<file path="config.mk">
export PLATFORM = sky130hd
export DESIGN_NAME = fb_scanout
export DESIGN_NICKNAME = d
export VERILOG_FILES = /design/src/rtl/fb_scanout.sv
export SDC_FILE = /design/constraint.sdc
export NUM_CORES = 1
export LEC_CHECK = 0
export CAP_MARGIN = 20
export CORE_ASPECT_RATIO = 1.4
export CORE_MARGIN = 5
export CORE_UTILIZATION = 52
export CTS_CLUSTER_DIAMETER = 30
export DETAILED_ROUTE_END_ITERATION = 10
export PLACE_DENSITY = 0.87
export SYNTH_ARGS = -nofsm -noshare
export SYNTH_HDL_FRONTEND = slang
export SYNTH_SLANG_ARGS = --single-unit
</file>
<file path="constraint.sdc">
create_clock -name clk -period 2.5 [get_ports clk]
set_input_delay 0.5 -clock clk [delete_from_list [all_inputs] [get_ports clk]]
set_output_delay 0.5 -clock clk [all_outputs]
set_load 0.01 [all_outputs]
</file>
<file path="src/rtl/fb_scanout.sv">
// Display scanout: raster counters, upscaled framebuffer addressing, CLUT lookup and
// delay-matched sync/de. Buffer swaps are applied only at the start of a frame.
module fb_scanout #(
    parameter int   H_ACTIVE      = 640,
    parameter int   H_FP          = 16,
    parameter int   H_SYNC        = 96,
    parameter int   H_BP          = 48,
    parameter int   V_ACTIVE      = 480,
    parameter int   V_FP          = 10,
    parameter int   V_SYNC        = 2,
    parameter int   V_BP          = 33,
    parameter logic SYNC_POL      = 1'b0,
    parameter int   SCALE         = 2,
    parameter int   INDEX_WIDTH   = 8,
    parameter int   COLOR_WIDTH   = 12,
    localparam int  FB_W          = H_ACTIVE / SCALE,
    localparam int  FB_H          = V_ACTIVE / SCALE,
    localparam int  FB_ADDR_WIDTH = $clog2(FB_W * FB_H)
) (
    input  logic                     clk,
    input  logic                     rst,
    input  logic                     swap_req,
    output logic                     swap_ack,
    output logic                     fb_sel,
    output logic [FB_ADDR_WIDTH-1:0] fb_addr,
    input  logic [INDEX_WIDTH-1:0]   fb_index,
    output logic [INDEX_WIDTH-1:0]   clut_addr,
    input  logic [COLOR_WIDTH-1:0]   clut_color,
    output logic                     frame_start,
    output logic                     hsync,
    output logic                     vsync,
    output logic                     de,
    output logic [COLOR_WIDTH-1:0]   rgb
);

    localparam int H_TOTAL = H_ACTIVE + H_FP + H_SYNC + H_BP;
    localparam int V_TOTAL = V_ACTIVE + V_FP + V_SYNC + V_BP;
    localparam int H_W     = $clog2(H_TOTAL + 1);
    localparam int V_W     = $clog2(V_TOTAL + 1);
    localparam int COL_W   = $clog2(FB_W + 1);
    localparam int SUB_W   = (SCALE > 1) ? $clog2(SCALE) : 1;

    localparam logic [H_W-1:0] H_LAST = H_W'(H_TOTAL - 1);
    localparam logic [H_W-1:0] H_ACT  = H_W'(H_ACTIVE);
    localparam logic [H_W-1:0] HS_BEG = H_W'(H_ACTIVE + H_FP);
    localparam logic [H_W-1:0] HS_END = H_W'(H_ACTIVE + H_FP + H_SYNC);
    localparam logic [V_W-1:0] V_LAST = V_W'(V_TOTAL - 1);
    localparam logic [V_W-1:0] V_ACT  = V_W'(V_ACTIVE);
    localparam logic [V_W-1:0] V_ROW_LAST = V_W'(V_ACTIVE - 1);
    localparam logic [V_W-1:0] VS_BEG = V_W'(V_ACTIVE + V_FP);
    localparam logic [V_W-1:0] VS_END = V_W'(V_ACTIVE + V_FP + V_SYNC);
    localparam logic [SUB_W-1:0] S_LAST = SUB_W'(SCALE - 1);
    localparam logic [FB_ADDR_WIDTH-1:0] FB_W_A = FB_ADDR_WIDTH'(FB_W);

    logic [H_W-1:0]           h_q;
    logic [V_W-1:0]           v_q;
    logic [SUB_W-1:0]         hsub_q, vsub_q;
    logic [COL_W-1:0]         col_q;
    logic [FB_ADDR_WIDTH-1:0] row_q;
    logic                     pend_q;
    logic                     act_p1_q, act_p2_q, act_p3_q;
    logic                     hs_p1_q, hs_p2_q, hs_p3_q;
    logic                     vs_p1_q, vs_p2_q, vs_p3_q;

    logic                     active_d, hreg_d, vreg_d, sof_d, take_swap_d;
    logic [FB_ADDR_WIDTH-1:0] addr_d;

    always_comb begin
        active_d    = (h_q < H_ACT) && (v_q < V_ACT);
        hreg_d      = (h_q >= HS_BEG) && (h_q < HS_END);
        vreg_d      = (v_q >= VS_BEG) && (v_q < VS_END);
        sof_d       = (h_q == '0) && (v_q == '0);
        take_swap_d = sof_d && (pend_q || swap_req);
        addr_d      = row_q + FB_ADDR_WIDTH'(col_q);
    end

    // Stage p0: raster counters; col/row track h/SCALE and (v/SCALE)*FB_W incrementally
    always_ff @(posedge clk) begin
        if (rst) begin
            h_q    <= '0;
            v_q    <= '0;
            hsub_q <= '0;
            vsub_q <= '0;
            col_q  <= '0;
            row_q  <= '0;
        end else if (h_q == H_LAST) begin
            h_q    <= '0;
            hsub_q <= '0;
            col_q  <= '0;
            if (v_q == V_LAST) begin
                v_q    <= '0;
                vsub_q <= '0;
                row_q  <= '0;
            end else begin
                v_q <= v_q + 1'b1;
                if (v_q < V_ACT) begin
                    if (vsub_q == S_LAST) begin
                        vsub_q <= '0;
                        if (v_q != V_ROW_LAST)
                            row_q <= row_q + FB_W_A;
                    end else begin
                        vsub_q <= vsub_q + 1'b1;
                    end
                end
            end
        end else begin
            h_q <= h_q + 1'b1;
            if (h_q < H_ACT) begin
                if (hsub_q == S_LAST) begin
                    hsub_q <= '0;
                    col_q  <= col_q + 1'b1;
                end else begin
                    hsub_q <= hsub_q + 1'b1;
                end
            end
        end
    end

    // Stage p1: address, buffer select and frame/swap pulses
    always_ff @(posedge clk) begin
        if (rst) begin
            fb_addr     <= '0;
            fb_sel      <= 1'b0;
            swap_ack    <= 1'b0;
            frame_start <= 1'b0;
            pend_q      <= 1'b0;
            act_p1_q    <= 1'b0;
            hs_p1_q     <= 1'b0;
            vs_p1_q     <= 1'b0;
        end else begin
            if (active_d)
                fb_addr <= addr_d;
            if (take_swap_d)
                fb_sel <= ~fb_sel;
            swap_ack    <= take_swap_d;
            frame_start <= sof_d;
            pend_q      <= (pend_q | swap_req) & ~sof_d;
            act_p1_q    <= active_d;
            hs_p1_q     <= hreg_d;
            vs_p1_q     <= vreg_d;
        end
    end

    // Stage p2/p3: fb_index then clut_color arrive; timing bits follow along
    assign clut_addr = fb_index;

    always_ff @(posedge clk) begin
        if (rst) begin
            act_p2_q <= 1'b0;
            act_p3_q <= 1'b0;
            hs_p2_q  <= 1'b0;
            hs_p3_q  <= 1'b0;
            vs_p2_q  <= 1'b0;
            vs_p3_q  <= 1'b0;
        end else begin
            act_p2_q <= act_p1_q;
            act_p3_q <= act_p2_q;
            hs_p2_q  <= hs_p1_q;
            hs_p3_q  <= hs_p2_q;
            vs_p2_q  <= vs_p1_q;
            vs_p3_q  <= vs_p2_q;
        end
    end

    // Stage p4: registered pixel outputs
    always_ff @(posedge clk) begin
        if (rst) begin
            de    <= 1'b0;
            rgb   <= '0;
            hsync <= ~SYNC_POL;
            vsync <= ~SYNC_POL;
        end else begin
            de    <= act_p3_q;
            rgb   <= act_p3_q ? clut_color : '0;
            hsync <= hs_p3_q ? SYNC_POL : ~SYNC_POL;
            vsync <= vs_p3_q ? SYNC_POL : ~SYNC_POL;
        end
    end

endmodule

</file>
==> flow_summary.yaml, run 1 <==
clocking:
  ctsHtreeMaxLevel: 3
  clk_latency_ns: 0.36
  cts_sinks: 87
  path_clk_slew_ns: 0.08
  cts_setup_buffers: 0
  cts_tree: "yes"
  cts_resized: 0
  cts_max_path_buffers: 2
  clock-root-buffer: "clkbuf_8"
  cts_inserted_buffers: 9
  cts_hold_buffers: 0
synth:
  syn_nets: 447
  ys_warn_count: 0
  synthAdderAreaFrac_pct: 3.32
  synth-compound-area-share_pct: 10.1
  avgSynthCellArea_sq_um: 9.10
  netlist_instances: 414
  synth_xor_area_share_pct: 8.14
  synth_cell_types: 55
  synth_top_family_by_area: "simple AND/OR/NAND/NOR gates"
  synth-simple-area-share_pct: 26.3
  syn_area_sq_um: 3770
  seq_area_frac_synth_pct: 46.2
  synth_mux_area_share_pct: 0.266
  synth_seq_cells: 87
finish:
  utilization_pct: 63.0
  ff_latch_area_sq_um: 1740
  final_area_sq_um: 4430
  antenna_cells: 0
  area_growth_pct: 17.5
  finalNetCount: 480
  fill_cells: 601
  final_layout_size_suffix_gt1_share_pct: 7.30
  multi_input_area_sq_um: 1810
power:
  p_leak_uw: 0.00162
  seqPwrFrac_pct: 56.2
  power.share.switching_pct: 22.4
  power.density_nw_per_um2: 571
  p_int_uw: 1960
  power.switching_uw: 566
  total_power_uw: 2530
  combPwrFrac_pct: 4.8
  peakVddDrop_uv: 304
  clockPowerShare_pct: 39.0
floorplan:
  start_util_pct: 53.6
  die_w_um: 81.9
  die_area_sq_um: 9070
  core_area_sq_um: 7030
  fp.dieH_um: 111
  rows: 36
  ios: 66
routing:
  wl_um: 7770
  postRouteAntennaNets: 0
  via_per_inst: 5.52
  drcViolationCount: 0
  drt_iter0_markers: 247
  first_pass_iters: 4
  num_vias: 3022
  wire_per_inst_um: 14.2
global_route:
  grt_start_max_net_pins: 38
  grt_pass1_wl_um: 13100
  grt.total_usage_pct: 18.0
  grt_remaining_overflow: 0
  antenna_found_initial: 0
  grt_pass1_vias: 2956
run:
  cap_violations: 0
timing:
  tightest_slew_ns: 0.562
  post-route-min-period_ns: 2.14
  slew_headroom_pct: 62.5
  rsz0062_at_grt: "no"
  clock_skew_ns: 0.0159
  maxSlewViolCount: 0
  fin_crit_sh_pct: 85.5
  setup_tns_ns: 0
  hold_viol: 0
  max_freq_mhz: 468
  finalSetupViolCount: 0
place:
  port_buffers: 49
  dpl.hpwl_um: 5620
  gp_congestion: 0.930
  placed_area_sq_um: 4220
setup_path:
  critPathLaunchType: "flop"
  cp.arrival_ns: 2.36
  cp-end-kind: "flop"
  cp_max_fo: 17
  path_class: "flop to flop"
  cp.required_ns: 2.72
worst_hold_path:
  hp-class: "flop to flop"
status:
  outcome: "complete, no violations"
cell usage after synthesis (all sizes together):
master	number	area, sq um
dfxtp	87	1740
nand2	41	156
nor2	38	143
a21oi	27	135
buf	24	156
o21ai	19	98.9
xnor2	19	166
nor3	18	113
and2	16	100
xor2	16	140
nand3	14	70.1
nand4	12	96.3
nor2b	11	68.8
ha	10	125
and3	7	45.1
clkbuf	7	27.5
inv	7	26.3
nor4	7	50.1
or3	5	31.3
a21o	2	15.0
a311oi	2	17.5
a41oi	2	25.0
and4	2	18.8
nand3b	2	15.0
o2111a	2	22.5
or4b	2	20.0
a211oi	1	7.51
a2bb2oi	1	8.76
a31o	1	8.76
a32o	1	10.0
mux2i	1	10.0
nand4b	1	8.76
nand4bb	1	11.3
nor3b	1	7.51
nor4b	1	23.8
o211ai	1	7.51
o22ai	1	6.26
o31a	1	8.76
o41ai	1	8.76
or2	1	6.26
or4	1	7.51
final timing paths:
path              slack [ns]  cells past startpoint             endpoint               start
setup reg to reg        0.36                      6  v_q[9]$_SDFFE_PP0P_   h_q[0]$_SDFF_PP0_
setup / recovery        0.36                      6  v_q[9]$_SDFFE_PP0P_   h_q[0]$_SDFF_PP0_
hold / removal          0.37                      1     hsync$_SDFF_PP1_  hs_p3_q$_SDFF_PP0_
hold reg to reg         0.37                      1     hsync$_SDFF_PP1_  hs_p3_q$_SDFF_PP0_
layout by cell type (no fill, tap or decap), drive strengths merged, types with 4 or more instances in the layout:
cell,count
dfxtp,87
clkdlybuf4s50,49
nand2,41
nor2,38
a21oi,27
xnor2,19
o21ai,19
nor3,18
xor2,16
and2,16
nand3,14
nand4,12
nor2b,11
ha,10
clkbuf,10
inv,8
and3,7
nor4,7
or3,5
buf,4
cell families after synthesis:
group	count (synthesis)
xor gates and xnor gates	35
buffers and inverters	38
AOI/OAI and AO/OA	62
adders and majority gates	10
DFF	87
muxes	1
and+or+nand+nor	181
layout make-up:
| class | count | area share (%) |
|---|---|---|
| clock buffer | 10 | 3.11 |
| clock inverter | 6 | 1.53 |
| inverter | 7 | 0.594 |
| multi-input combinational | 289 | 41.0 |
| sequential | 87 | 39.3 |
| tap | 95 | 2.69 |
| timing repair buffer | 53 | 11.8 |
per-layer routing:
metal,GRT usage (%),share of wire [%],vias up
met2,31.6,53,97
met3,4.88,5.6,29
met5,0,0,-
met4,8.43,3.0,0
met1,19.3,39,1417
li1,-,-,1479
power groups by stage:
stage,Sequential (uW),Combinational (uW),Clock [uW]
CTS,1420,123,1010
finish,1420,122,985
floorplan,1460,73.2,0
detailed placement,1450,122,0
global route,1430,133,1070
global placement,1450,119,0
per-stage QoR:
step / instances / worst slack, ns / hold WS, ns
final: 547 / 0.363 / 0.367
after global routing: 547 / 0.211 / 0.407
after CTS: 547 / 0.380 / 0.370
after detailed placement: 531 / 0.410 / 0.351
after global placement: 531 / 0.515 / 0.356
after floorplan: 414 / 0.777 / 0.343
state kept, by name, indices dropped and copies added, names as in the netlist, 9 cells and up:
signal,cells
h_q,10
fb_addr,17
rgb,12
v_q,10
col_q,9
row_q,11
critical path, stage by stage (launching register included):
cell and delay (ns):
dfxtp_1 0.40, ha_1 0.20, and3_1 0.33, and4_2 0.50, nand2_1 0.12, nand2_1 0.36
a21oi_1 0.10
Power figures use the tool's default switching activity.
==> run 2: changes to the inputs <==
--- a/config.mk
+++ b/config.mk
@@ -7,2 +7,3 @@
 export LEC_CHECK = 0
+export ABC_AREA = 1
 export CAP_MARGIN = 20
@@ -10,3 +11,3 @@
 export CORE_MARGIN = 5
-export CORE_UTILIZATION = 52
+export CORE_UTILIZATION = 53
 export CTS_CLUSTER_DIAMETER = 30
==> constraint.sdc (replaced) <==
create_clock -name clk -period 2.5 [get_ports clk]
set_input_delay 0.25 -clock clk [delete_from_list [all_inputs] [get_ports clk]]
set_output_delay 0.25 -clock clk [all_outputs]
set_load 0.01 [all_outputs]
==> flow_summary.yaml, run 2 <==
synth:
  synth_seq_cells: 87
  yosys.area.top_type: "dfxtp_1"
  ys_warn_count: 0
  synth_top_area_share_pct: 43.0
  async_flop_share_pct: 0
  seq_area_frac_synth_pct: 43.0
  syn_nets: 601
  avgSynthCellArea_sq_um: 7.13
  netlist_instances: 568
  synth_edf_count: 0
  synth_common_cells: "nand2_1, dfxtp_1, nor2_1"
  synth_cell_types: 35
  synthTopCellsByArea: "dfxtp_1, nand2_1, nor2_1"
  synth.most_common_cell: "nand2_1"
  syn_area_sq_um: 4050
  synth_flop_cell: "dfxtp_1"
timing:
  fin_crit_sh_pct: 71.9
  post-route-min-period_ns: 1.80
  rsz0062_at_grt: "no"
  tightest_slew_ns: 0.376
  finalSetupViolCount: 0
  maxSlewViolCount: 0
  hold_viol: 0
  slew_headroom_pct: 74.8
  max_freq_mhz: 557
  whs_ns: 0.369
  setup_tns_ns: 0
  clock_skew_ns: 0.00978
global_route:
  grt_start_max_net_pins: 26
  grt.total_usage_pct: 20.0
  grt_pass1_vias: 3558
  antenna_found_initial: 0
  grt_pass1_wl_um: 15700
  grt_remaining_overflow: 0
finish:
  finalNetCount: 645
  area_growth_pct: 18.6
  antenna_cells: 0
  largest_register_ffs: 17
  top_regs: "fb_addr: 17 flops, rgb: 12 flops, row_q: 11 flops"
  layout_commonest_cell: "nand2_1"
  final_cell_mix: "nand2_1, dfxtp_1, nor2_1"
  multi_input_area_sq_um: 1880
  final_area_sq_um: 4810
  top_register: "fb_addr"
  ff_latch_area_sq_um: 1740
  final_layout_size_suffix_gt1_share_pct: 8.91
  fill_cells: 629
setup_path:
  critPathLaunchType: "flop"
  critical_path.cell_chain: "ha_1 > nand3_1 > inv_2 > nand3_4 > nand2_2 > o21ai_2 > o21ai_0 > a21oi_1"
  cp.arrival_ns: 2.05
  crit_buf_inv: 1
  r2r_end: "v_q[6]$_SDFFE_PP0P_"
  crit_family: "simple AND/OR/NAND/NOR gates"
  crit_path_top_delay_cell: "dfxtp_1"
  cp.required_ns: 2.75
  cp_max_fo: 19
  rrSetupSlack_ns: 0.70
  cp-end-kind: "flop"
  timing.rr.start: "h_q[0]$_SDFF_PP0_"
  crit_path_max_incr_delay_ns: 0.39
  ff2ff_path_depth: 8
  path_class: "flop to flop"
place:
  dpl.hpwl_um: 6760
  port_buffers: 49
  placed_area_sq_um: 4580
  gp_congestion: 0.935
clocking:
  cts_setup_buffers: 0
  cts_sinks: 87
  cts_inserted_buffers: 9
  ctsHtreeMaxLevel: 3
  cts_tree: "yes"
  path_clk_slew_ns: 0.09
  cts_hold_buffers: 0
  cts_resized: 0
  clock-root-buffer: "clkbuf_8"
  cts_max_path_buffers: 2
  clk_latency_ns: 0.36
floorplan:
  ios: 66
  core_area_sq_um: 7410
  die_w_um: 83.9
  rows: 37
  fp.dieH_um: 113
  die_area_sq_um: 9520
  start_util_pct: 54.7
routing:
  via_per_inst: 5.12
  postRouteAntennaNets: 0
  wl_um: 9120
  drt_iter0_markers: 211
  first_pass_iters: 4
  wire_per_inst_um: 12.8
  num_vias: 3655
  drcViolationCount: 0
worst_hold_path:
  hp-class: "flop to flop"
  hold_depth: 1
  hp-start: "vs_p3_q$_SDFF_PP0_"
  holdPathEnd: "vsync$_SDFF_PP1_"
power:
  peakVddDrop_uv: 442
  p_leak_uw: 0.00210
  total_power_uw: 2650
  power.density_nw_per_um2: 552
status:
  outcome: "complete, no violations"
run:
  cap_violations: 0
## run 2: worst max-delay path by stage
stage | cells past startpoint | startpoint | slack [ns] | to
3_5_place_dp | 8 | h_q[0]$_SDFF_PP0_ | 0.70 | v_q[6]$_SDFFE_PP0P_
5_1_grt | 8 | h_q[0]$_SDFF_PP0_ | 0.54 | v_q[6]$_SDFFE_PP0P_
6_report | 8 | h_q[0]$_SDFF_PP0_ | 0.70 | v_q[6]$_SDFFE_PP0P_
3_3_place_gp | 8 | h_q[0]$_SDFF_PP0_ | 0.79 | v_q[6]$_SDFFE_PP0P_
4_1_cts | 8 | h_q[0]$_SDFF_PP0_ | 0.69 | v_q[6]$_SDFFE_PP0P_
2_1_floorplan | 9 | v_q[0]$_SDFFE_PP0P_ | 1.07 | row_q[11]$_SDFFE_PP0P_
## run 2: where the power goes
part           switching (uW)  total (uW)  internal (uW)
clock network             499        1090            595
logic                    74.0         141           66.9
registers                12.2        1420           1410
## run 2: final cells by class
type	instances	area share, %
multi-input cells	377	39.2
clock inverters	6	1.90
repair buffers	52	10.7
well taps	97	2.52
clock buffers	10	2.86
inverters	85	6.64
flip-flops and latches	87	36.2
## run 2: worst reg2reg max path, cell delays in order, from the launching register on
cell and delay [ns]:
dfxtp_1 0.39, ha_1 0.21, nand3_1 0.15, inv_2 0.14, nand3_4 0.13, nand2_2 0.33
o21ai_2 0.19, o21ai_0 0.11, a21oi_1 0.05
## run 2: kinds of logic (layout without fill, tap and decap cells)
family          Yosys count  after routing  synth area share [%]
simple gates            281            281                  31.1
buf+inv                 104            153                  10.6
flops                    87             87                  43.0
compound gates           75             75                  9.94
xor+xnor                 11             11                  2.38
fa+ha+maj                10             10                  3.09
## run 2: stage by stage
step	setup WS (ns)	cells	util, %
after CTS	0.694	714	64.9
after global placement	0.790	698	61.8
after global routing	0.538	714	64.9
after detailed placement	0.695	698	61.8
after floorplan	1.07	568	-
final	0.703	714	64.9
## run 2: layer usage
layer | track usage, % | vias to the layer above | part of all wire (%)
met5 | 0 | - | 0
met4 | 8.58 | 0 | 2.8
met3 | 4.05 | 23 | 3.9
met2 | 37.2 | 87 | 52
met1 | 21.8 | 1658 | 41
li1 | - | 1887 | -
==> run 3: changes to the inputs <==
Clock period 2.5 ns to 1.7 ns, I/O delays scaled along.
==> flow_summary.yaml, run 3 (synthesized netlist as in run 2, its figures left out) <==
global_route:
  grtUsageMet3_pct: 4.99
  met1_usage_pct: 20.8
  met2_usage_pct: 36.3
  grt_start_max_net_pins: 26
  grt_pass1_vias: 3646
  grt_pass1_wl_um: 15700
  grt.busiest_layer: "met2"
  antenna_found_initial: 0
  grt.total_usage_pct: 20.0
  grt_remaining_overflow: 0
floorplan:
  start_util_pct: 54.7
  core_area_sq_um: 7410
  ios: 66
  rows: 37
  die_area_sq_um: 9520
  fp.dieH_um: 113
  die_w_um: 83.9
finish:
  final_cell_mix: "nand2_1, dfxtp_1, nor2_1"
  final_layout_size_suffix_gt1_share_pct: 13.0
  final_cell_count_no_fill: 722
  finalNetCount: 653
  layout_commonest_cell: "nand2_1"
  top_regs: "fb_addr: 17 flops, rgb: 12 flops, row_q: 11 flops"
  area_growth_pct: 21.1
  utilization_pct: 66.3
  top_register: "fb_addr"
  largest_register_ffs: 17
  fill_cells: 604
  antenna_cells: 0
place:
  gp_congestion: 0.905
  post-place-cells: 703
  dp_slack_ns: 0.0105
  port_buffers: 49
  dpl.hpwl_um: 6930
routing:
  wire_per_inst_um: 12.9
  via_per_inst: 5.24
  drt_iter0_markers: 240
  drcViolationCount: 0
  wl_um: 9330
  num_vias: 3782
  first_pass_iters: 4
  postRouteAntennaNets: 0
setup_path:
  cp.required_ns: 1.95
  critical_path.cell_chain: "ha_2 > nand3_2 > inv_4 > nand3_1 > inv_2 > nand2_1 > a21boi_0 > nor2_1"
  cp-end-kind: "flop"
  crit_path_top_delay_cell: "dfxtp_1"
  critical_path.startpoint: "h_q[1]$_SDFF_PP0_"
  timing.rr.start: "h_q[1]$_SDFF_PP0_"
  path_class: "flop to flop"
  crit_path_max_incr_delay_ns: 0.37
  critPathLaunchType: "flop"
  cp.arrival_ns: 1.81
  cp_max_fo: 5
timing:
  tightest_slew_ns: 0.443
  clock_skew_ns: 0.0110
  max_freq_mhz: 640
  hold_viol: 0
  fin_ws_ns: 0.138
  fin_crit_sh_pct: 91.9
  post-route-min-period_ns: 1.56
  maxSlewViolCount: 0
  rsz0062_at_grt: "yes"
  slew_headroom_pct: 70.4
  setup_tns_ns: 0
  finalSetupViolCount: 0
clocking:
  clk_latency_ns: 0.36
  ctsHtreeMaxLevel: 3
  path_clk_slew_ns: 0.08
  cts_tree: "yes"
  cts_max_path_buffers: 2
  cts_inserted_buffers: 9
  clock-root-buffer: "clkbuf_8"
  cts_sinks: 87
  cts_hold_buffers: 0
power:
  combPwrFrac_pct: 5.8
  p_leak_uw: 0.00214
  power.share.switching_pct: 22.7
  peakVddDrop_uv: 673
  clockPowerShare_pct: 38.5
  power.switching_uw: 849
  total_power_uw: 3740
  seqPwrFrac_pct: 55.8
  power.density_nw_per_um2: 762
  p_int_uw: 2890
worst_hold_path:
  hp-start: "clut_color[11]"
  hp-class: "input port to flop"
run:
  cap_violations: 0
status:
  outcome: "complete, no violations"
## run 3: worst max-delay path: cells and delay by family (launching register included)
kind / cells / cell delay, ns
buffers and inverters: 2 / 0.25
DFF: 1 / 0.37
AOI/OAI and AO/OA: 1 / 0.18
and+or+nand+nor: 4 / 0.42
adders and majority gates: 1 / 0.22
## run 3: what timing repair did
action                     in CTS  in global routing
pin swaps                       0                  2
resized for setup               1                 20
setup buffers                   0                  3
setup endpoints to repair       2                 19
## run 3: power groups by stage
stage | registers [uW] | logic [uW] | clock network [uW]
after global placement | 2130 | 210 | 0
after global routing | 2090 | 241 | 1570
after floorplan | 2140 | 125 | 0
after detailed placement | 2130 | 213 | 0
final | 2090 | 216 | 1440
after CTS | 2090 | 216 | 1470
## run 3: metal layers
layer,wire (um),vias up
met4,360,0
met2,4810,120
met3,427,34
li1,-,1896
met1,3730,1732
met5,0,-
## run 3: metrics by stage
step	instance area, sq um	hold WS [ns]
global route	4910	0.331
detailed placement	4630	0.340
finish	4910	0.338
CTS	4830	0.329
global placement	4630	0.340
floorplan	4050	0.282
## run 3: final cells by class
cell class	instances	area, sq um	share of cell area [%]
clock buffers	11	141	2.88
flip-flops and latches	87	1750	35.7
inverters	85	322	6.55
repair buffers	60	586	11.9
clock inverters	5	57.6	1.17
well taps	97	121	2.47
multi-input cells	377	1930	39.3
## run 3: path summary, 6_finish.rpt
kind	end	slack, ns	depth (start not counted)
worst max-delay path	row_q[6]$_SDFFE_PP0P_	0.14	8
worst min-delay path	rgb[11]$_SDFF_PP0_	0.34	3
worst max register to register	row_q[6]$_SDFFE_PP0P_	0.14	8
worst min register to register	hsync$_SDFF_PP1_	0.38	1
